===== src/rtl/alu_serial_pkg.sv =====
// Shared encodings for the digit-serial ALU: operation codes, carry-in
// selects and controller state codes, plus small decode helpers.
package alu_serial_pkg;

    // Operation codes; 5..7 are reserved and leave the flags untouched.
    localparam logic [2:0] ALU_OP_ADD     = 3'd0;
    localparam logic [2:0] ALU_OP_BCD_ADD = 3'd1;
    localparam logic [2:0] ALU_OP_ROL     = 3'd2;
    localparam logic [2:0] ALU_OP_ROR     = 3'd3;
    localparam logic [2:0] ALU_OP_PASS    = 3'd4;

    // Carry-in selects.
    localparam logic [1:0] ALU_CIN_ZERO      = 2'd0;
    localparam logic [1:0] ALU_CIN_ONE       = 2'd1;
    localparam logic [1:0] ALU_CIN_CARRY     = 2'd2;
    localparam logic [1:0] ALU_CIN_CARRY_INV = 2'd3;

    // Controller states.
    localparam logic [1:0] ST_IDLE = 2'd0;
    localparam logic [1:0] ST_RUN  = 2'd1;
    localparam logic [1:0] ST_DONE = 2'd2;

    function automatic logic alu_op_reserved(input logic [2:0] op);
        return op > ALU_OP_PASS;
    endfunction

    function automatic logic alu_cin_value(input logic [1:0] sel, input logic flag);
        logic val;
        case (sel)
            ALU_CIN_ZERO:  val = 1'b0;
            ALU_CIN_ONE:   val = 1'b1;
            ALU_CIN_CARRY: val = flag;
            default:       val = ~flag;
        endcase
        return val;
    endfunction

endpackage


===== src/rtl/alu_digit.sv =====
// Combinational single-digit slice of the serial ALU.
// Ports:
//   op     - operation code (alu_serial_pkg encodings)
//   a_d    - digit of operand a
//   b_d    - digit of operand b (add operations only)
//   c      - incoming carry / rotate-in bit
//   digit  - result digit
//   c_out  - outgoing carry / rotate-out bit
module alu_digit
    import alu_serial_pkg::*;
#(
    parameter int unsigned DIGIT_W = 4
) (
    input  logic [2:0]         op,
    input  logic [DIGIT_W-1:0] a_d,
    input  logic [DIGIT_W-1:0] b_d,
    input  logic               c,
    output logic [DIGIT_W-1:0] digit,
    output logic               c_out
);

    localparam logic [DIGIT_W:0]   BCD_MAX = (DIGIT_W + 1)'(9);
    localparam logic [DIGIT_W-1:0] BCD_ADJ = DIGIT_W'(6);

    logic [DIGIT_W:0]   sum;
    logic [DIGIT_W-1:0] sum_adj;

    assign sum     = {1'b0, a_d} + {1'b0, b_d} + {{DIGIT_W{1'b0}}, c};
    // Decimal correction wraps modulo the digit width.
    assign sum_adj = sum[DIGIT_W-1:0] + BCD_ADJ;

    always_comb begin
        digit = a_d;
        c_out = c;
        case (op)
            ALU_OP_ADD: begin
                digit = sum[DIGIT_W-1:0];
                c_out = sum[DIGIT_W];
            end
            ALU_OP_BCD_ADD: begin
                if (sum > BCD_MAX) begin
                    digit = sum_adj;
                    c_out = 1'b1;
                end else begin
                    digit = sum[DIGIT_W-1:0];
                    c_out = 1'b0;
                end
            end
            ALU_OP_ROL: begin
                digit = {a_d[DIGIT_W-2:0], c};
                c_out = a_d[DIGIT_W-1];
            end
            ALU_OP_ROR: begin
                digit = {c, a_d[DIGIT_W-1:1]};
                c_out = a_d[0];
            end
            default: begin
                // PASS and reserved codes copy the digit and keep the carry.
                digit = a_d;
                c_out = c;
            end
        endcase
    end

endmodule


===== src/rtl/alu_serial.sv =====
// Digit-serial multi-precision ALU. Processes one DIGIT_W-bit digit per clock
// through a registered carry, with a start/busy/done handshake.
// Ports:
//   clock, reset        - rising-edge clock, synchronous active-high reset
//   start               - operation request, honoured only when idle
//   op, cin_sel         - operation code and carry-in select
//   a, b, a_inv, b_inv  - operands and latch-time inversion controls
//   busy                - operation in flight
//   done                - one-cycle pulse when result/carry/zero update
//   result, carry, zero - last result, persistent carry flag, result==0
module alu_serial
    import alu_serial_pkg::*;
#(
    parameter int unsigned DIGIT_W = 4,
    parameter int unsigned NDIGITS = 4
) (
    input  logic                       clock,
    input  logic                       reset,
    input  logic                       start,
    input  logic [2:0]                 op,
    input  logic [1:0]                 cin_sel,
    input  logic [DIGIT_W*NDIGITS-1:0] a,
    input  logic [DIGIT_W*NDIGITS-1:0] b,
    input  logic                       a_inv,
    input  logic                       b_inv,
    output logic                       busy,
    output logic                       done,
    output logic [DIGIT_W*NDIGITS-1:0] result,
    output logic                       carry,
    output logic                       zero
);

    localparam int unsigned W     = DIGIT_W * NDIGITS;
    localparam int unsigned IDX_W = (NDIGITS > 1) ? $clog2(NDIGITS) : 1;
    localparam logic [IDX_W-1:0] IDX_LAST = IDX_W'(NDIGITS - 1);
    localparam logic [IDX_W-1:0] IDX_ONE  = IDX_W'(1);

    if (DIGIT_W < 4) begin : g_bad_digit_w
        $error("alu_serial: DIGIT_W must be at least 4 for BCD");
    end
    if (NDIGITS < 1) begin : g_bad_ndigits
        $error("alu_serial: NDIGITS must be at least 1");
    end

    logic [1:0]       state_q, state_d;
    logic [IDX_W-1:0] idx_q, idx_d;
    logic [W-1:0]     a_q, a_d;
    logic [W-1:0]     b_q, b_d;
    logic [2:0]       op_q, op_d;
    logic             c_q, c_d;
    logic [W-1:0]     work_q, work_d;
    logic [W-1:0]     result_q, result_d;
    logic             carry_q, carry_d;
    logic             zero_q, zero_d;
    logic             busy_q, busy_d;
    logic             done_q, done_d;

    logic [31:0]        dig_lsb;
    logic [DIGIT_W-1:0] slice_a, slice_b, slice_digit;
    logic               slice_cout;
    logic               last_digit;

    assign dig_lsb = 32'(idx_q) * DIGIT_W;
    assign slice_a = a_q[dig_lsb +: DIGIT_W];
    assign slice_b = b_q[dig_lsb +: DIGIT_W];

    // ROR walks from the top digit down; everything else walks upward.
    assign last_digit = (op_q == ALU_OP_ROR) ? (idx_q == '0) : (idx_q == IDX_LAST);

    alu_digit #(
        .DIGIT_W (DIGIT_W)
    ) u_digit (
        .op    (op_q),
        .a_d   (slice_a),
        .b_d   (slice_b),
        .c     (c_q),
        .digit (slice_digit),
        .c_out (slice_cout)
    );

    always_comb begin
        state_d  = state_q;
        idx_d    = idx_q;
        a_d      = a_q;
        b_d      = b_q;
        op_d     = op_q;
        c_d      = c_q;
        work_d   = work_q;
        result_d = result_q;
        carry_d  = carry_q;
        zero_d   = zero_q;
        case (state_q)
            ST_IDLE: begin
                if (start) begin
                    a_d     = a ^ {W{a_inv}};
                    b_d     = b ^ {W{b_inv}};
                    op_d    = op;
                    c_d     = alu_cin_value(cin_sel, carry_q);
                    idx_d   = (op == ALU_OP_ROR) ? IDX_LAST : '0;
                    work_d  = '0;
                    state_d = ST_RUN;
                end
            end
            ST_RUN: begin
                work_d[dig_lsb +: DIGIT_W] = slice_digit;
                c_d = slice_cout;
                if (last_digit) begin
                    state_d = ST_DONE;
                    // Flags become visible in the DONE cycle alongside done.
                    if (!alu_op_reserved(op_q)) begin
                        result_d = work_d;
                        carry_d  = slice_cout;
                        zero_d   = (work_d == '0);
                    end
                end else if (op_q == ALU_OP_ROR) begin
                    idx_d = idx_q - IDX_ONE;
                end else begin
                    idx_d = idx_q + IDX_ONE;
                end
            end
            ST_DONE: state_d = ST_IDLE;
            default: state_d = ST_IDLE;
        endcase
        busy_d = (state_d != ST_IDLE);
        done_d = (state_d == ST_DONE);
    end

    always_ff @(posedge clock) begin
        if (reset) begin
            state_q  <= ST_IDLE;
            idx_q    <= '0;
            a_q      <= '0;
            b_q      <= '0;
            op_q     <= ALU_OP_ADD;
            c_q      <= 1'b0;
            work_q   <= '0;
            result_q <= '0;
            carry_q  <= 1'b0;
            zero_q   <= 1'b1;
            busy_q   <= 1'b0;
            done_q   <= 1'b0;
        end else begin
            state_q  <= state_d;
            idx_q    <= idx_d;
            a_q      <= a_d;
            b_q      <= b_d;
            op_q     <= op_d;
            c_q      <= c_d;
            work_q   <= work_d;
            result_q <= result_d;
            carry_q  <= carry_d;
            zero_q   <= zero_d;
            busy_q   <= busy_d;
            done_q   <= done_d;
        end
    end

    assign busy   = busy_q;
    assign done   = done_q;
    assign result = result_q;
    assign carry  = carry_q;
    assign zero   = zero_q;

endmodule


===== config.mk =====
export PLATFORM = sky130hd
export DESIGN_NAME = alu_serial
export DESIGN_NICKNAME = d
export VERILOG_FILES = /design/src/rtl/alu_serial_pkg.sv /design/src/rtl/alu_digit.sv /design/src/rtl/alu_serial.sv
export SDC_FILE = /design/constraint.sdc
export NUM_CORES = 1
export LEC_CHECK = 0
export CORE_AREA = 4 4 116 85
export DETAILED_ROUTE_END_ITERATION = 16
export DIE_AREA = 0 0 120 89
export HOLD_SLACK_MARGIN = 0.02
export MAX_ROUTING_LAYER = met4
export PLACE_DENSITY = 0.75
export SKIP_LAST_GASP = 1
export SLEW_MARGIN = 20
export SYNTH_ARGS = -nofsm -noshare
export SYNTH_HDL_FRONTEND = slang
export SYNTH_SLANG_ARGS = --single-unit

===== constraint.sdc =====
create_clock -name clock -period 3.65 [get_ports clock]
set_input_delay 0.365 -clock clock [delete_from_list [all_inputs] [get_ports clock]]
set_output_delay 0.365 -clock clock [all_outputs]
set_load 0.01 [all_outputs]

* Word level (Yosys, flattened, before mapping)
Index checks and enable logic that the tools add are counted.
** Operators by class
- Add/sub/neg operators :: 6
- Order comparisons :: 2
- Eq/ne operators :: 11
- Shift operators :: 4
- Mux-type cells :: 19
- Bitwise operators :: 4
- Reduce and logical (&&, ||, !) cells :: 11
** Operators by type and width (count)
- 4-bit negation with 34-bit output :: 1
- 4-bit by 34-bit variable shift with 16-bit output (first input constant) :: 1
- 4-bit by 34-bit variable part select with 16-bit output :: 1
- 16-bit one-hot mux with 2 select lines :: 1
- 16-bit by 5-bit variable part select with 4-bit output :: 2
- 16-bit XOR :: 2
- 16-bit bitwise mux :: 1
- 16-bit logical NOT :: 1
- 16-bit 2-to-1 mux :: 1
- 4-bit one-hot mux with 4 select lines :: 1
- 2-bit 2-to-1 mux :: 6
- 3-bit by 2-bit == test with 1-bit output (second input constant) :: 3
- 2-bit one-hot mux with 2 select lines :: 2
- 2-bit == test (second input constant) :: 3
- 2-bit logical NOT :: 3
- 3-bit AND reduction :: 2
- 4-bit by 4-bit adder with 5-bit output :: 1
- 5-bit by 1-bit adder with 5-bit output :: 1
- 5-bit by 4-bit greater-than comparator with 1-bit output (second input constant) :: 1
- 4-bit by 3-bit adder with 4-bit output (second input constant) :: 1
- 2-bit by 1-bit == test with 1-bit output (second input constant) :: 2
- 4-bit 2-to-1 mux :: 1
- 2-bit != test (second input constant) :: 2
- 1-bit one-hot mux with 4 select lines :: 1
- other kinds (11) :: 16
** Storage, ports and cells
- Register bits :: 76
- Bits of input ports :: 42
- Output and inout port bits :: 20
- Word-level logic and storage cells :: 69

* Longest topological paths before layout
- Word-level depth :: 9
- Gate-level depth with buffers :: 12
- Depth with buffers taken out :: 10

* Cells and area by module
A second synthesis with hierarchy kept.
** Unflattened totals
- Cells, all modules :: 466
- Area, all modules :: 4018.9 sq um
** By module, submodules not included
- alu_serial :: instances 1, cells an instance 405, area each 3557.2 sq um, sequential area each 1521.5 sq um
- alu_digit :: instances 1, cells an instance 61, area each 461.7 sq um, sequential area each 0.0 sq um

* Worst setup path after synthesis
No wires, ideal clock.
- Path kind :: register -> register
- Start point :: register idx_q[0]
- End point :: register zero_q (netlist: zero)
- Library setup time :: 116 ps
- Data arrival time :: 3882 ps
- Required time :: 3534 ps
- Path slack :: -348 ps
- Cell stages (with the launch flop) :: 13
- Buffers on the path :: 2
- Period minus slack after synthesis :: 3998 ps
- Path through :: dfxtp_1 -> buf_6 -> buf_4 -> mux4_2 -> fa_1 -> fa_1 -> xnor2_1 -> ha_1 -> o311ai_0 -> a41oi_1 -> a31oi_2 -> inv_1 -> a31o_2
** Between the ends
- Longest elaborated chain between the ends :: 9
- Elaborated cells between the ends (all ways) :: 17
- Classes of those cells :: add/sub (4); order compare (1); eq/ne (1); shift (4); mux (4); reduce/logical (3)
** RTL lines
- start: declaration :: line alu_serial.sv:46 : logic [IDX_W-1:0] idx_q, idx_d;
- start signal: assignment :: line alu_serial.sv:144 : idx_q <= idx_d;
- 16-bit by 5-bit variable part select with 4-bit output, on equally long branches :: line alu_serial.sv:64, alu_serial.sv:65
- 4-bit by 4-bit adder with 5-bit output :: line alu_digit.sv:28 : assign sum = {1'b0, a_d} + {1'b0, b_d} + {{DIGIT_W{1'b0}}, c};
- 5-bit by 1-bit adder with 5-bit output :: line alu_digit.sv:28
- 4-bit by 3-bit adder with 4-bit output or 5-bit by 4-bit greater-than comparator with 1-bit output (tied branches) :: line alu_digit.sv:30, alu_digit.sv:41
- 4-bit 2-to-1 mux :: line alu_digit.sv:41 : if (sum > BCD_MAX) begin
- 4-bit one-hot mux with 4 select lines :: line alu_digit.sv:35 : case (op)
- 4-bit by 34-bit variable part select with 16-bit output :: line alu_serial.sv:105 : work_d[dig_lsb +: DIGIT_W] = slice_digit;
- 16-bit bitwise mux :: line alu_serial.sv:105
- 16-bit logical NOT :: line alu_serial.sv:113 : zero_d = (work_d == '0);
- end signal: assignment :: line alu_serial.sv:152 : zero_q <= zero_d;
- end: declaration :: line alu_serial.sv:54 : logic zero_q, zero_d;
Several ways; a longest one is shown, not always the timed one.
A chain may end at the register's enable or synchronous reset.

* Worst setup path in the final report
Same ends and word-level chain as after synthesis.

==> flow_summary.ini <==
[outcome]
status = completed

[grt]
grt_first_pass_wirelength_mm = 18.7
first_global_vias = 3605
busiest_layer = met1
grt_max_degree = 70
met2_usage_pct = 32.2
track_usage_pct = 22.7
met3_usage_pct = 5.95
grtUsageMet1_pct = 32.3
antenna_found_initial = 0
grt-ovfl-total = 0

[run]
max_cap_viol_count = 0

[die]
coreArea_um2 = 8820
fp.dieH_um = 89
placementRows = 29
ios = 62
initial_core_util_pct = 47.6
die-area_um2 = 10700
die_w_um = 120

[sta]
skew_ps = 5.68
period_minus_slack_ps = 3490
setup_slack_ps = 158
max_freq_ghz = 0.286
tightest_slew_ps = 856
drv_slew = 0
setup_viol_count_final = 0
relSlewSlack_pct = 42.7
holdWs_ps = 492
hold_viol = 0
fin_crit_sh_pct = 95.7

[drt]
viasPerCell = 5.82
avgRoutedWirePerCell_um = 17.1
vias = 3868
ant_nets = 0
drc_errors = 0
wl_mm = 11.4
dr.first_iter.drc_count = 256
firstDrtPassIters = 5

[worst_setup_path]
r2r_slack_ps = 160
cp.arrival_ps = 3720
path_class = reg -> reg
path_max_fanout = 6
required_ps = 3880
end_kind = flop
cp-start-kind = flop

[final_layout]
stdcell_count = 665
drive_above_1_share_pct = 12.0
nNetsFinal = 590
utilization_pct = 60.5
multi_input_area_um2 = 2510
area_growth_pct = 27.2
diodes = 0
fill_cells = 772
postLayoutCellArea_um2 = 5330
seqCellArea_um2 = 1530

[power_and_ir_drop]
clockPowerShare_pct = 41.7
vdd_ir_drop_max_mv = 0.258
intPower_mw = 1.84
p_per_area_nw_per_um2 = 478
pwr-share-comb_pct = 22.6
power.leakage_nw = 1.87
power_frac_seq_pct = 35.7
power.switching_mw = 0.708
switching_share_pct = 27.8

[clock_tree]
htree_levels = 3
cts_tree = built
path_clk_slew_ps = 60
cts.sinks = 76
cts_max_path_buffers = 2
cts_made_buffers = 9
clockRootBuffer = clkbuf_16
worst_skew_pair.late_latency_ps = 340

[yosys]
synthesis.nets = 537
synthArstFlopShare_pct = 0
synth_cells = 483
synthFlopType = dfxtp_1
ys_seq_area_share_pct = 36.3
synth_seq_cells = 76
avgSynthCellArea_um2 = 8.68
synth_warnings = 0
synth_edf_count = 0
ys_types = 66
synth_area_um2 = 4190

[place]
routabilityCongestion = 0.945
port_buffers = 61
placedCellCount = 644
post-place-ws_ps = 108
hpwl_mm = 8.15
dpl_cell_area_um2 = 4910

[hold_path]
hp-class = reg -> reg
[cell usage in the layout (no fill, tap or decap), types with 3 or more instances in the layout]
cell	synthesis	routed
mux2i_1	7	7
bufinv_16	0	3
a32oi_1	3	3
xnor2_1	35	34
a211oi_1	39	39
nor4_1	6	6
mux4_2	7	7
buf_4	1	15
nor3_1	7	7
o21ai_0	41	41
ha_1	10	9
nor2b_1	10	10
inv_1	12	12
clkbuf_16	0	9
nor2_1	53	53
clkdlybuf4s50_1	0	60
nand2b_1	5	5
nand3_1	8	8
a31oi_1	8	8
a21oi_1	29	28
a22oi_1	3	3
a32o_1	5	5
o211ai_1	5	5
dfxtp_1	76	75
nand2_1	26	26
[timing repair]
action | 4_1_cts | 5_1_grt
hold buffers | 0 | 0
endpoints found under the setup margin | 0 | 10
resized for setup | 0 | 6
buffers inserted | 0 | 5
[cell usage after synthesis (2+ instances only)]
cell | instances | area, um2
inv_1 | 12 | 45.0
buf_1 | 3 | 11.3
mux4_2 | 7 | 158
a31oi_1 | 8 | 50.1
nand3_1 | 8 | 40.0
a21oi_1 | 29 | 145
nor2b_1 | 10 | 62.6
nor4_1 | 6 | 37.5
o22ai_1 | 2 | 12.5
nor3b_1 | 3 | 22.5
nor2_1 | 53 | 199
a211oi_2 | 2 | 25.0
a211oi_1 | 39 | 293
mux2i_1 | 7 | 70.1
a32o_1 | 5 | 50.1
nor3_1 | 7 | 35.0
and3_1 | 2 | 12.5
xnor2_1 | 35 | 307
nand2b_1 | 5 | 31.3
clkbuf_1 | 27 | 101
or2_2 | 2 | 12.5
a22oi_1 | 3 | 22.5
and2_1 | 2 | 12.5
a21o_1 | 2 | 15.0
nand3b_1 | 2 | 15.0
dfxtp_1 | 76 | 1520
fa_1 | 2 | 40.0
o211ai_1 | 5 | 37.5
o21ai_0 | 41 | 205
nand2_1 | 26 | 97.6
buf_2 | 3 | 15.0
o31ai_1 | 2 | 15.0
a21boi_0 | 2 | 15.0
a32oi_1 | 3 | 26.3
ha_1 | 10 | 125
or4_1 | 2 | 15.0
[flip-flops by register name, summed over array words and instances (netlist names)]
name / count
state_q: 2
busy: 1
carry: 1
result: 16
zero: 1
work_q: 16
op_q: 3
idx_q: 2
b_q: 16
c_q: 1
a_q: 16
done: 1
[power by group through the flow]
stage	registers [mW]	clock network, mW	logic [mW]
CTS	0.910	1.07	0.546
floorplan	0.912	0	0.384
global placement	0.926	0	0.537
finish	0.910	1.06	0.578
global route	0.916	1.11	0.635
detailed placement	0.927	0	0.542
[worst max-delay path: stages, from the launching register on]
cell and delay (ps):
dfxtp_4 370, mux4_2 540, fa_2 430, fa_2 550, inv_1 100, ha_1 330, o311ai_2 250, a41oi_2 170
a31oi_2 260, buf_4 140, inv_1 30, a31o_2 220
[layout make-up]
cell class / count / area share [%]
clock buffer: 11 / 4.74
inverter: 13 / 0.915
timing repair buffer: 77 / 13.7
multi-input combinational: 359 / 47.2
clock inverter: 5 / 1.99
tap: 124 / 2.91
sequential: 76 / 28.6
[through the flow]
stage | total power, mW | TNS (ps)
3_5_place_dp | 1.47 | 0
5_1_grt | 2.66 | -6.83
4_1_cts | 2.53 | 0
3_3_place_gp | 1.46 | 0
2_1_floorplan | 1.30 | 0
6_report | 2.55 | 0
[metal layers]
metal	wire [um]	part of all wire (%)
met5	0	0
met4	117	1.0
met3	771	6.8
met2	4870	43
met1	5600	49
[cell families (layout without fill, tap and decap cells)]
logic type                 after synthesis  count (layout)  share of synthesized area, %
AOI/OAI and AO/OA                      157             157                          24.7
and+or+nand+nor                        139             139                          16.8
muxes                                   16              16                          6.33
DFF                                     76              76                          36.3
adders and majority gates               12              12                          3.94
xor gates and xnor gates                35              35                          7.31
buffers and inverters                   48             106                          4.66
[path summary, 6_finish.rpt]
check	to	depth (start not counted)	startpoint
setup / recovery	zero	11	idx_q[0]
hold reg to reg	work_q[0]	2	work_q[0]
setup reg to reg	zero	11	idx_q[0]
hold / removal	work_q[0]	2	work_q[0]
No activity file was read; power rests on OpenSTA's default activity.
==> RTL change, RTL diff (config.mk and constraints unchanged) <==
Take the reset off `a_q`, `b_q` and `result_q` and load them in a clocked block of their own.
--- a/src/rtl/alu_serial.sv
+++ b/src/rtl/alu_serial.sv
@@ -129,12 +129,9 @@
         if (reset) begin
             state_q  <= ST_IDLE;
             idx_q    <= '0;
-            a_q      <= '0;
-            b_q      <= '0;
             op_q     <= ALU_OP_ADD;
             c_q      <= 1'b0;
             work_q   <= '0;
-            result_q <= '0;
             carry_q  <= 1'b0;
             zero_q   <= 1'b1;
             busy_q   <= 1'b0;
@@ -142,17 +139,20 @@
         end else begin
             state_q  <= state_d;
             idx_q    <= idx_d;
-            a_q      <= a_d;
-            b_q      <= b_d;
             op_q     <= op_d;
             c_q      <= c_d;
             work_q   <= work_d;
-            result_q <= result_d;
             carry_q  <= carry_d;
             zero_q   <= zero_d;
             busy_q   <= busy_d;
             done_q   <= done_d;
         end
+    end
+
+    always_ff @(posedge clock) begin
+        a_q      <= a_d;
+        b_q      <= b_d;
+        result_q <= result_d;
     end
 
     assign busy   = busy_q;
Function: differs if reset is asserted again (counterexample within 10 cycles, from zero or initial values and one cycle with reset high); with reset held inactive, the same outputs for 10 cycles.
==> RTL change against the original RTL <==
Non-clock buffer count decreased by 5; critical path type unchanged; synthesized area decreased by 6.5%; sequential cell count unchanged; total power increased by 0.83%; critical path depth increased by 2; worst setup slack got worse by 0.14 ns; largest cell class is now flip-flops and latches; wire length decreased by 15%; largest power group is now sequential cells; cell area decreased by 5.0%; worst hold slack got worse by 0.022 ns; critical endpoint unchanged; die area unchanged.
==> RTL change: results (changes against the original RTL) <==
- Outcome: finished clean (unchanged)
- Vias in the first global route: 2985 (was 3605)
- Post-synthesis sequential area ratio: 51.1% (was 36.3%)
- Final Wtd Congestion: 0.919 (was 0.945)
- Crit path max fanout: 4 (was 6)
- Hold Path End: work_q[11]$_SDFFE_PP0P_ (was work_q[0]$_SDFFE_PP0P_)
- Post-synth EDFFs: 48 (was 0)
- Switching pwr: 726 uW (was 708 uW)
- FF-to-FF path depth: 13 (was 11)
- Total wire length: 9610 um (was 11400 um)
- Initial DRC Count: 391 (was 256)
- Skew final: 0.00316 ns (was 0.00568 ns)
- Global Route Usage Sum: 19.4% (was 22.7%)
- Nets@finish: 484 (was 590)
- WHS: 0.470 ns (was 0.492 ns)
- WP data arrival: 3.88 ns (was 3.72 ns)
- Mapped Avg Cell Area: 10.8 um^2 (was 8.68 um^2)
- Flop2flop setup slack: 0.02 ns (was 0.16 ns)
- Vias: 3101 (was 3868)
- Fillcell total: 727 (was 772)
- Non-filler cells, final: 559 (was 665)
- Worst slew margin: 35.6% (was 42.7%)
- Worst Min Path Start: work_q[11]$_SDFFE_PP0P_ (was work_q[0]$_SDFFE_PP0P_)
- Slowest CP cell: mux4_2 (was fa_2)
- Post-Place Cells: 537 (was 644)
- Largest net degree at the start of global routing: 38 (was 70)
- Top post-synthesis cells by count: 48 x edfxtp_1, 38 x nor2_1, 33 x xor2_1, 28 x dfxtp_1, 25 x inv_1 (was 76 x dfxtp_1, 53 x nor2_1, 41 x o21ai_0, 39 x a211oi_1, 35 x xnor2_1)
-- RTL change: final cells by class --
cell class / count / area, um^2 / area share [%]
Inverter: 28 / 105 / 2.07
Sequential cell: 76 / 2010 / 39.6
Tap cell: 124 / 155 / 3.06
Clock buffer: 12 / 236 / 4.67
Multi-Input combinational cell: 243 / 1800 / 35.5
Timing Repair Buffer: 72 / 693 / 13.7
Clock inverter: 4 / 73.8 / 1.46
-- RTL change: what timing repair did --
action	in CTS	in global routing
resized for setup	0	3
setup endpoints to repair	0	4
buffers inserted	0	6
hold endpoints to repair	0	0
-- RTL change: routing by layer --
layer  up-vias  GRT usage, %  part of all wire [%]  wire length, um
met5         -             -                     0                0
met4         0          5.93                   1.1              110
met3        15          6.26                   9.6              924
met2       178          27.5                    44             4270
met1      1459          26.6                    45             4310
li1       1449             -                     -                -
-- RTL change: power by group through the flow --
| stage | clock network, mW | logic [mW] | registers, mW |
|---|---|---|---|
| after floorplan | 0 | 0.428 | 0.998 |
| after global placement | 0 | 0.584 | 1.01 |
| after detailed placement | 0 | 0.594 | 1.01 |
| after CTS | 0.947 | 0.598 | 0.991 |
| after global routing | 0.982 | 0.703 | 0.996 |
| final | 0.939 | 0.643 | 0.991 |
-- RTL change: worst min-delay path, delay by kind of cell (launching register included) --
family / cells / cell delay, ns
compound gates: 1 / 0.05
flops: 1 / 0.31
simple gates: 1 / 0.06
-- RTL change: kinds of logic (layout without fill, tap and decap cells) --
family                     after synthesis  count (layout)  share of synthesized area, %
muxes                                   14              14                          5.87
adders and majority gates               12              12                          4.21
xor gates and xnor gates                35              35                          7.82
AOI/OAI and AO/OA                       86              86                          14.7
DFF                                     76              76                          51.1
buffers and inverters                   45             116                          4.50
and+or+nand+nor                         96              96                          11.9
